$ cat src/rtl/mem_access_unit.sv
// MEM stage access unit: drives a req/ack data-memory bus, stalls EX/MEM while busy, fills MEM/WB.
// Define MEM_TIMEOUT_EN to abort accesses that see no ack within TIMEOUT_CYCLES busy cycles.
module mem_access_unit #(
  parameter int TIMEOUT_CYCLES = 64
) (
  input  logic        clk,
  input  logic        reset,
  input  logic [31:0] pc_in,
  input  logic [31:0] alu_result_in,
  input  logic [31:0] write_data_in,
  input  logic [3:0]  Rd_in,
  input  logic        reg_write_en_in,
  input  logic        mem_read_en_in,
  input  logic        mem_write_en_in,
  input  logic        mem_to_reg_in,
  output logic        stall,
  output logic        dmem_req,
  output logic        dmem_we,
  output logic [31:0] dmem_addr,
  output logic [31:0] dmem_wdata,
  input  logic        dmem_ack,
  input  logic [31:0] dmem_rdata,
  output logic        wb_valid,
  output logic [31:0] wb_pc,
  output logic [3:0]  wb_Rd,
  output logic [31:0] wb_data,
  output logic        wb_reg_write_en,
  output logic        mem_fault
);

  typedef enum logic {IDLE, BUSY} state_t;
  state_t state;

  logic mem_op;
  logic aligned;
  logic timeout_hit;

  assign mem_op  = mem_read_en_in | mem_write_en_in;
  assign aligned = (alu_result_in[1:0] == 2'b00);

`ifdef MEM_TIMEOUT_EN
  localparam int CNT_W = $clog2(TIMEOUT_CYCLES + 1);
  logic [CNT_W-1:0] timeout_cnt;
  // Terminal busy cycle: this is the last ack-less cycle we are willing to wait.
  assign timeout_hit = (state == BUSY) && !dmem_ack &&
                       (timeout_cnt == CNT_W'(TIMEOUT_CYCLES - 1));
`else
  logic unused_timeout;
  assign timeout_hit    = 1'b0;
  assign unused_timeout = (TIMEOUT_CYCLES != 0);
`endif

  // The instruction is released in the same cycle the bus completes or aborts.
  always_comb begin
    stall = 1'b0;
    if (!reset) begin
      if (state == IDLE) stall = mem_op & aligned;
      else               stall = !dmem_ack && !timeout_hit;
    end
  end

  always_ff @(posedge clk or posedge reset) begin
    if (reset) begin
      state           <= IDLE;
      dmem_req        <= 1'b0;
      dmem_we         <= 1'b0;
      dmem_addr       <= 32'd0;
      dmem_wdata      <= 32'd0;
      wb_valid        <= 1'b0;
      wb_pc           <= 32'd0;
      wb_Rd           <= 4'd0;
      wb_data         <= 32'd0;
      wb_reg_write_en <= 1'b0;
      mem_fault       <= 1'b0;
`ifdef MEM_TIMEOUT_EN
      timeout_cnt     <= '0;
`endif
    end else begin
      wb_valid  <= 1'b0;
      mem_fault <= 1'b0;
      case (state)
        IDLE: begin
          if (!mem_op || !aligned) begin
            wb_valid        <= 1'b1;
            wb_pc           <= pc_in;
            wb_Rd           <= Rd_in;
            wb_data         <= alu_result_in;
            wb_reg_write_en <= mem_op ? 1'b0 : reg_write_en_in;
            mem_fault       <= mem_op;
          end else begin
            state      <= BUSY;
            dmem_req   <= 1'b1;
            dmem_we    <= mem_write_en_in;
            dmem_addr  <= alu_result_in;
            dmem_wdata <= write_data_in;
`ifdef MEM_TIMEOUT_EN
            timeout_cnt <= '0;
`endif
          end
        end
        BUSY: begin
          if (dmem_ack || timeout_hit) begin
            state           <= IDLE;
            dmem_req        <= 1'b0;
            wb_valid        <= 1'b1;
            wb_pc           <= pc_in;
            wb_Rd           <= Rd_in;
            wb_data         <= (dmem_ack && mem_to_reg_in) ? dmem_rdata : alu_result_in;
            wb_reg_write_en <= dmem_ack ? reg_write_en_in : 1'b0;
            mem_fault       <= !dmem_ack;
          end
`ifdef MEM_TIMEOUT_EN
          else begin
            timeout_cnt <= timeout_cnt + 1'b1;
          end
`endif
        end
        default: state <= IDLE;
      endcase
    end
  end

endmodule

$ cat config.mk
export PLATFORM = sky130hd
export DESIGN_NAME = mem_access_unit
export DESIGN_NICKNAME = d
export VERILOG_FILES = /design/src/rtl/mem_access_unit.sv
export SDC_FILE = /design/constraint.sdc
export NUM_CORES = 1
export LEC_CHECK = 0
export ABC_AREA = 1
export CAP_MARGIN = 25
export CELL_PAD_IN_SITES_DETAIL_PLACEMENT = 0
export CELL_PAD_IN_SITES_GLOBAL_PLACEMENT = 1
export CORE_AREA = 8 8 160 162
export CTS_CLUSTER_DIAMETER = 30
export DETAILED_ROUTE_END_ITERATION = 10
export DIE_AREA = 0 0 168 170
export HOLD_SLACK_MARGIN = 0.12
export PLACE_DENSITY_LB_ADDON = 0.1
export SKIP_LAST_GASP = 1
export SYNTH_ARGS = -nofsm -noshare
export SYNTH_HDL_FRONTEND = slang
export SYNTH_SLANG_ARGS = --single-unit
$ cat constraint.sdc
create_clock -name clk -period 4.62 [get_ports clk]
set_input_delay 0.693 -clock clk [delete_from_list [all_inputs] [get_ports clk]]
set_output_delay 0.693 -clock clk [all_outputs]
set_load 0.02 [all_outputs]
Word level (Yosys, flattened, before mapping)

Index checks and enable logic that the tools add are counted.

Bits in registers: 138
Input port bits: 139
Output and inout bits: 138
Logic and storage cells: 55

Equality and inequality tests: 3
Muxes and demuxes: 28
Bitwise operators: 4
Reductions and logical operators: 9

Operators with widths:

| cell               | count |
|---|---|
| $mux 32            | 5 |
| $pmux 32 s2        | 2 |
| $mux 1             | 13 |
| $pmux 1 s2         | 5 |
| $mux 4             | 2 |
| $pmux 4 s2         | 1 |
| $reduce_and 2->1   | 3 |
| $ne 2x2->1 const B | 2 |
| $logic_not 1->1    | 3 |
| $logic_not 2->1    | 1 |
| $ne 2x1->1 const B | 1 |
| $not 1->1          | 2 |
| $and 1x1->1        | 1 |
| $logic_and 1x1->1  | 1 |
| $logic_or 1x1->1   | 1 |
| $or 1x1->1         | 1 |

Depth between registers and ports, before layout

Depth in word-level cells: 5
Mapped depth: 8
Depth with buffers taken out: 7

Worst setup path after synthesis

No wires, ideal clock.

Kind: input -> output
From: input port mem_write_en_in
To: output port stall
Data arrival time: 1526 ps
Required time: 3927 ps
Path slack: 2401 ps
Cell stages on the path: 7
Cell sequence: inv_1 nand2_1 nand2_1 nand2_1 nand2_1 buf_2 nor2_1

Longest elaborated chain between the ends: 4

RTL lines:

| element         | RTL line | RTL |
|---|---|---|
| start, declared | 14       | `input logic mem_write_en_in,` |
| $or 1x1->1      | 38       | `assign mem_op = mem_read_en_in \| mem_write_en_in;` |
| $and 1x1->1     | 57       | `if (state == IDLE) stall = mem_op & aligned;` |
| $mux 1          | 57       |  |
| $mux 1          | 56       | `if (!reset) begin` |
| end, declared   | 16       | `output logic stall,` |

Every way passes these cells.

Final worst setup path

From: input port alu_result_in[1]
To: output port stall

Longest elaborated chain between the ends: 4

RTL lines:

| element         | RTL line | RTL |
|---|---|---|
| start, declared | 9        | `input logic [31:0] alu_result_in,` |
| $logic_not 2->1 | 39       | `assign aligned = (alu_result_in[1:0] == 2'b00);` |
| $and 1x1->1     | 57       |  |
| $mux 1          | 57       |  |
| $mux 1          | 56       |  |

Every way passes these cells.

==> results by group <==
CTS
  – Post-CTS Setup Inserts: 0
  – Total CTS buffers: 17
  – Clock sink total: between 100 and 150
  – TritonCTS clock tree: yes
  – CTS Root Cell: clkbuf_16
  – Hold-fix buffers at CTS: 0
  – Post-cts gate resize count: 0
  – H-Tree Depth: 4
  – Clock Pin Slew Worst Setup and Hold Paths: 0.06 ns
  – CTS max path bufs: 2
  – Clock insertion delay at the later pin of the skew report: roughly 0.42 ns

STA
  – Period utilization: between 60% and 70%
  – Worst Tran Pin Value: about 0.86 ns
  – Final Hold Vio Count: 0
  – Fin Hold WS: between 0.4 and 0.5 ns
  – Setup TNS: 0 ns
  – Final setup fails: 0
  – Slew headroom: between 40% and 50%
  – Max Fclk: between 0.3 and 0.4 GHz
  – RSZ-0062 raised after global routing: no
  – Crit path time final: around 3 ns
  – Setup Skew: 0.0108 ns
  – Max-slew violations: 0

Routing
  – Avg WL per Cell: between 15 and 20 um
  – DR vias: between 5000 and 6000
  – Final WL: 20600 um
  – Drt pass-1 iters: 4
  – Iter 0 DRT Violations: between 200 and 300
  – DR vias/cell: a little over 4
  – Post-route DRC: 0
  – ANT nets after route: 0

Die
  – Die Wd: around 170 um
  – Row Count: 56
  – Die area: 28600 um^2
  – Initial Utilization: 25.6%
  – Core area: about 23000 um^2
  – I/O pins: 277
  – Die Y: between 150 and 200 um

Logic synthesis
  – YS warnings: 0
  – Mean Syn Cell Area: roughly 8.6 um^2
  – Cell count after synthesis: 690
  – Mapped Nets: slightly above 800
  – Synth Register Bits: between 100 and 150
  – Seq/Total Area, Yosys: between 50% and 60%
  – Synth cell types: 18
  – Mapped Area: approximately 5900 um^2

Critical path
  – CP Capture Type: primary output
  – Worst path required time: 3.93 ns
  – Crit path launch type: primary input
  – Critical path type: primary input to primary output
  – Crit Path Max Fanout: 3
  – WP data arrival: between 2 and 2.5 ns
  – RR Startpoint: state
  – R2R Setup Slk: between 2 and 2.5 ns
  – Cell count of the worst reg-to-reg path: 5
  – R2r endpoint: dmem_addr[21]

Min path
  – Hold Crit Depth: 2
  – Worst min-delay path category: flip-flop to flip-flop
  – Min-delay src: dmem_addr[0]
  – Worst hold endpoint: dmem_addr[0]

GRT
  – Initial antenna violation count: 0
  – Global-route wire length before repair: approximately 32000 um
  – GRT overflow: 0
  – GRT Total Usage: between 10% and 20%
  – Pin count of the biggest net entering global routing: 100
  – Vias in the first global route: 5286

Pwr
  – Leak: 0.00468 uW
  – VDD IR max: between 0.15 and 0.2 mV
  – PD cells: 426 nW/um^2

Placement
  – IO buf count: between 200 and 300
  – DP Wirelength: about 14000 um
  – Gpl congestion: about 0.74

Layout
  – Layout cells sized above 1: under 10%
  – Sequential cell area: 3450 um^2
  – Synth-to-Final Area Change: 59.4%
  – Inserted Diodes: 0
  – Multi-input gate area: 1810 um^2
  – FILL cells: about 2300
  – Nets: between 1000 and 1500

Flow run
  – Max-cap violations: 0

Status
  – Run status: finished clean
[final cells by class]
class                           count  share of cell area [%]
Timing Repair Buffer              284                    30.2
Sequential cell                   138                    36.7
Tap cell                          290                    3.86
Clock buffer                       19                    4.81
Inverter                          100                    4.04
Clock inverter                     13                    1.16
Multi-Input combinational cell    414                    19.2
[layer usage]
| layer | vias up | global-route usage, % | share of wire [%] |
|---|---|---|---|
| met5 | - | 0 | 0 |
| met2 | 175 | 22.4 | 45 |
| met4 | 0 | 4.58 | 1.0 |
| met1 | 2296 | 17.7 | 44 |
| met3 | 14 | 6.21 | 9.5 |
| li1 | 2629 | - | - |
[cell usage in the layout (no fill, tap or decap), drive strengths merged]
cell / n
o21ai: 95
nand2: 276
clkbuf: 19
dfrtp: 138
nor2: 3
clkdlybuf4s50: 276
clkinvlp: 1
nand3: 39
or2: 1
buf: 8
inv: 104
clkinv: 8
[per-stage QoR]
step | instances | cell area [um^2] | setup WS, ns | utilization [%] | power (uW)
after floorplan | 690 | 5900 | 0.231 | - | 2090
final | 1258 | 9410 | 1.61 | 40.8 | 4010
after global routing | 1258 | 9410 | 1.54 | 40.8 | 4250
after detailed placement | 1225 | 8820 | 1.37 | 38.3 | 2750
after global placement | 1225 | 8820 | 1.40 | 38.3 | 2750
after CTS | 1257 | 9380 | 1.60 | 40.7 | 4090
[how the worst max path moves through the flow]
stage | from | end | slack, ns | cells after the start
floorplan | reset | dmem_addr[0] | 0.23 | 1
global placement | mem_write_en_in | dmem_wdata[17] | 1.40 | 7
detailed placement | mem_write_en_in | dmem_wdata[27] | 1.37 | 7
CTS | alu_result_in[1] | stall | 1.60 | 7
global route | alu_result_in[1] | stall | 1.54 | 7
finish | alu_result_in[1] | stall | 1.61 | 7
[flip-flops by register name (all words and copies together), names as in the netlist]
name,flops
dmem_addr,32
dmem_req,1
dmem_wdata,32
dmem_we,1
mem_fault,1
state,1
wb_Rd,4
wb_data,32
wb_pc,32
wb_reg_write_en,1
wb_valid,1
[cell usage after synthesis]
cell type	number	share of area, %
nor2_4	1	0.19
inv_1	99	6.3
clkbuf_2	3	0.25
nand3_4	1	0.30
buf_8	1	0.25
dfrtp_1	138	59
o21ai_0	87	7.4
buf_2	13	1.1
or2_4	1	0.15
nand2_4	1	0.19
clkbuf_1	9	0.57
nand3_2	11	1.9
nor2_1	2	0.13
nand2_1	275	17
buf_6	12	2.3
o21ai_1	8	0.68
nand3_1	27	2.3
inv_2	1	0.064
[worst max-delay path, stage by stage]
cell	delay [ns]
clkdlybuf4s50_1	0.46
nor2_4	0.19
nand2_1	0.07
nand2_1	0.05
nand2_1	0.08
nor2_1	0.09
clkdlybuf4s50_1	0.67
[power breakdown]
| group | switching [uW] | leakage, uW | internal (uW) |
|---|---|---|---|
| Sequential | 111 | 0.00169 | 1420 |
| Combinational | 627 | 0.00271 | 558 |
| Clock | 569 | 0.000275 | 727 |
| Total | 1310 | 0.00468 | 2700 |
[logic make-up (layout without fill, tap and decap cells)]
family	Yosys count	count (layout)	synth area share (%)
and+or+nand+nor	319	319	22.6
DFF	138	138	58.5
buffers and inverters	138	416	10.8
AOI/OAI and AO/OA	95	95	8.06
No activity file was read; power rests on OpenSTA's default activity.
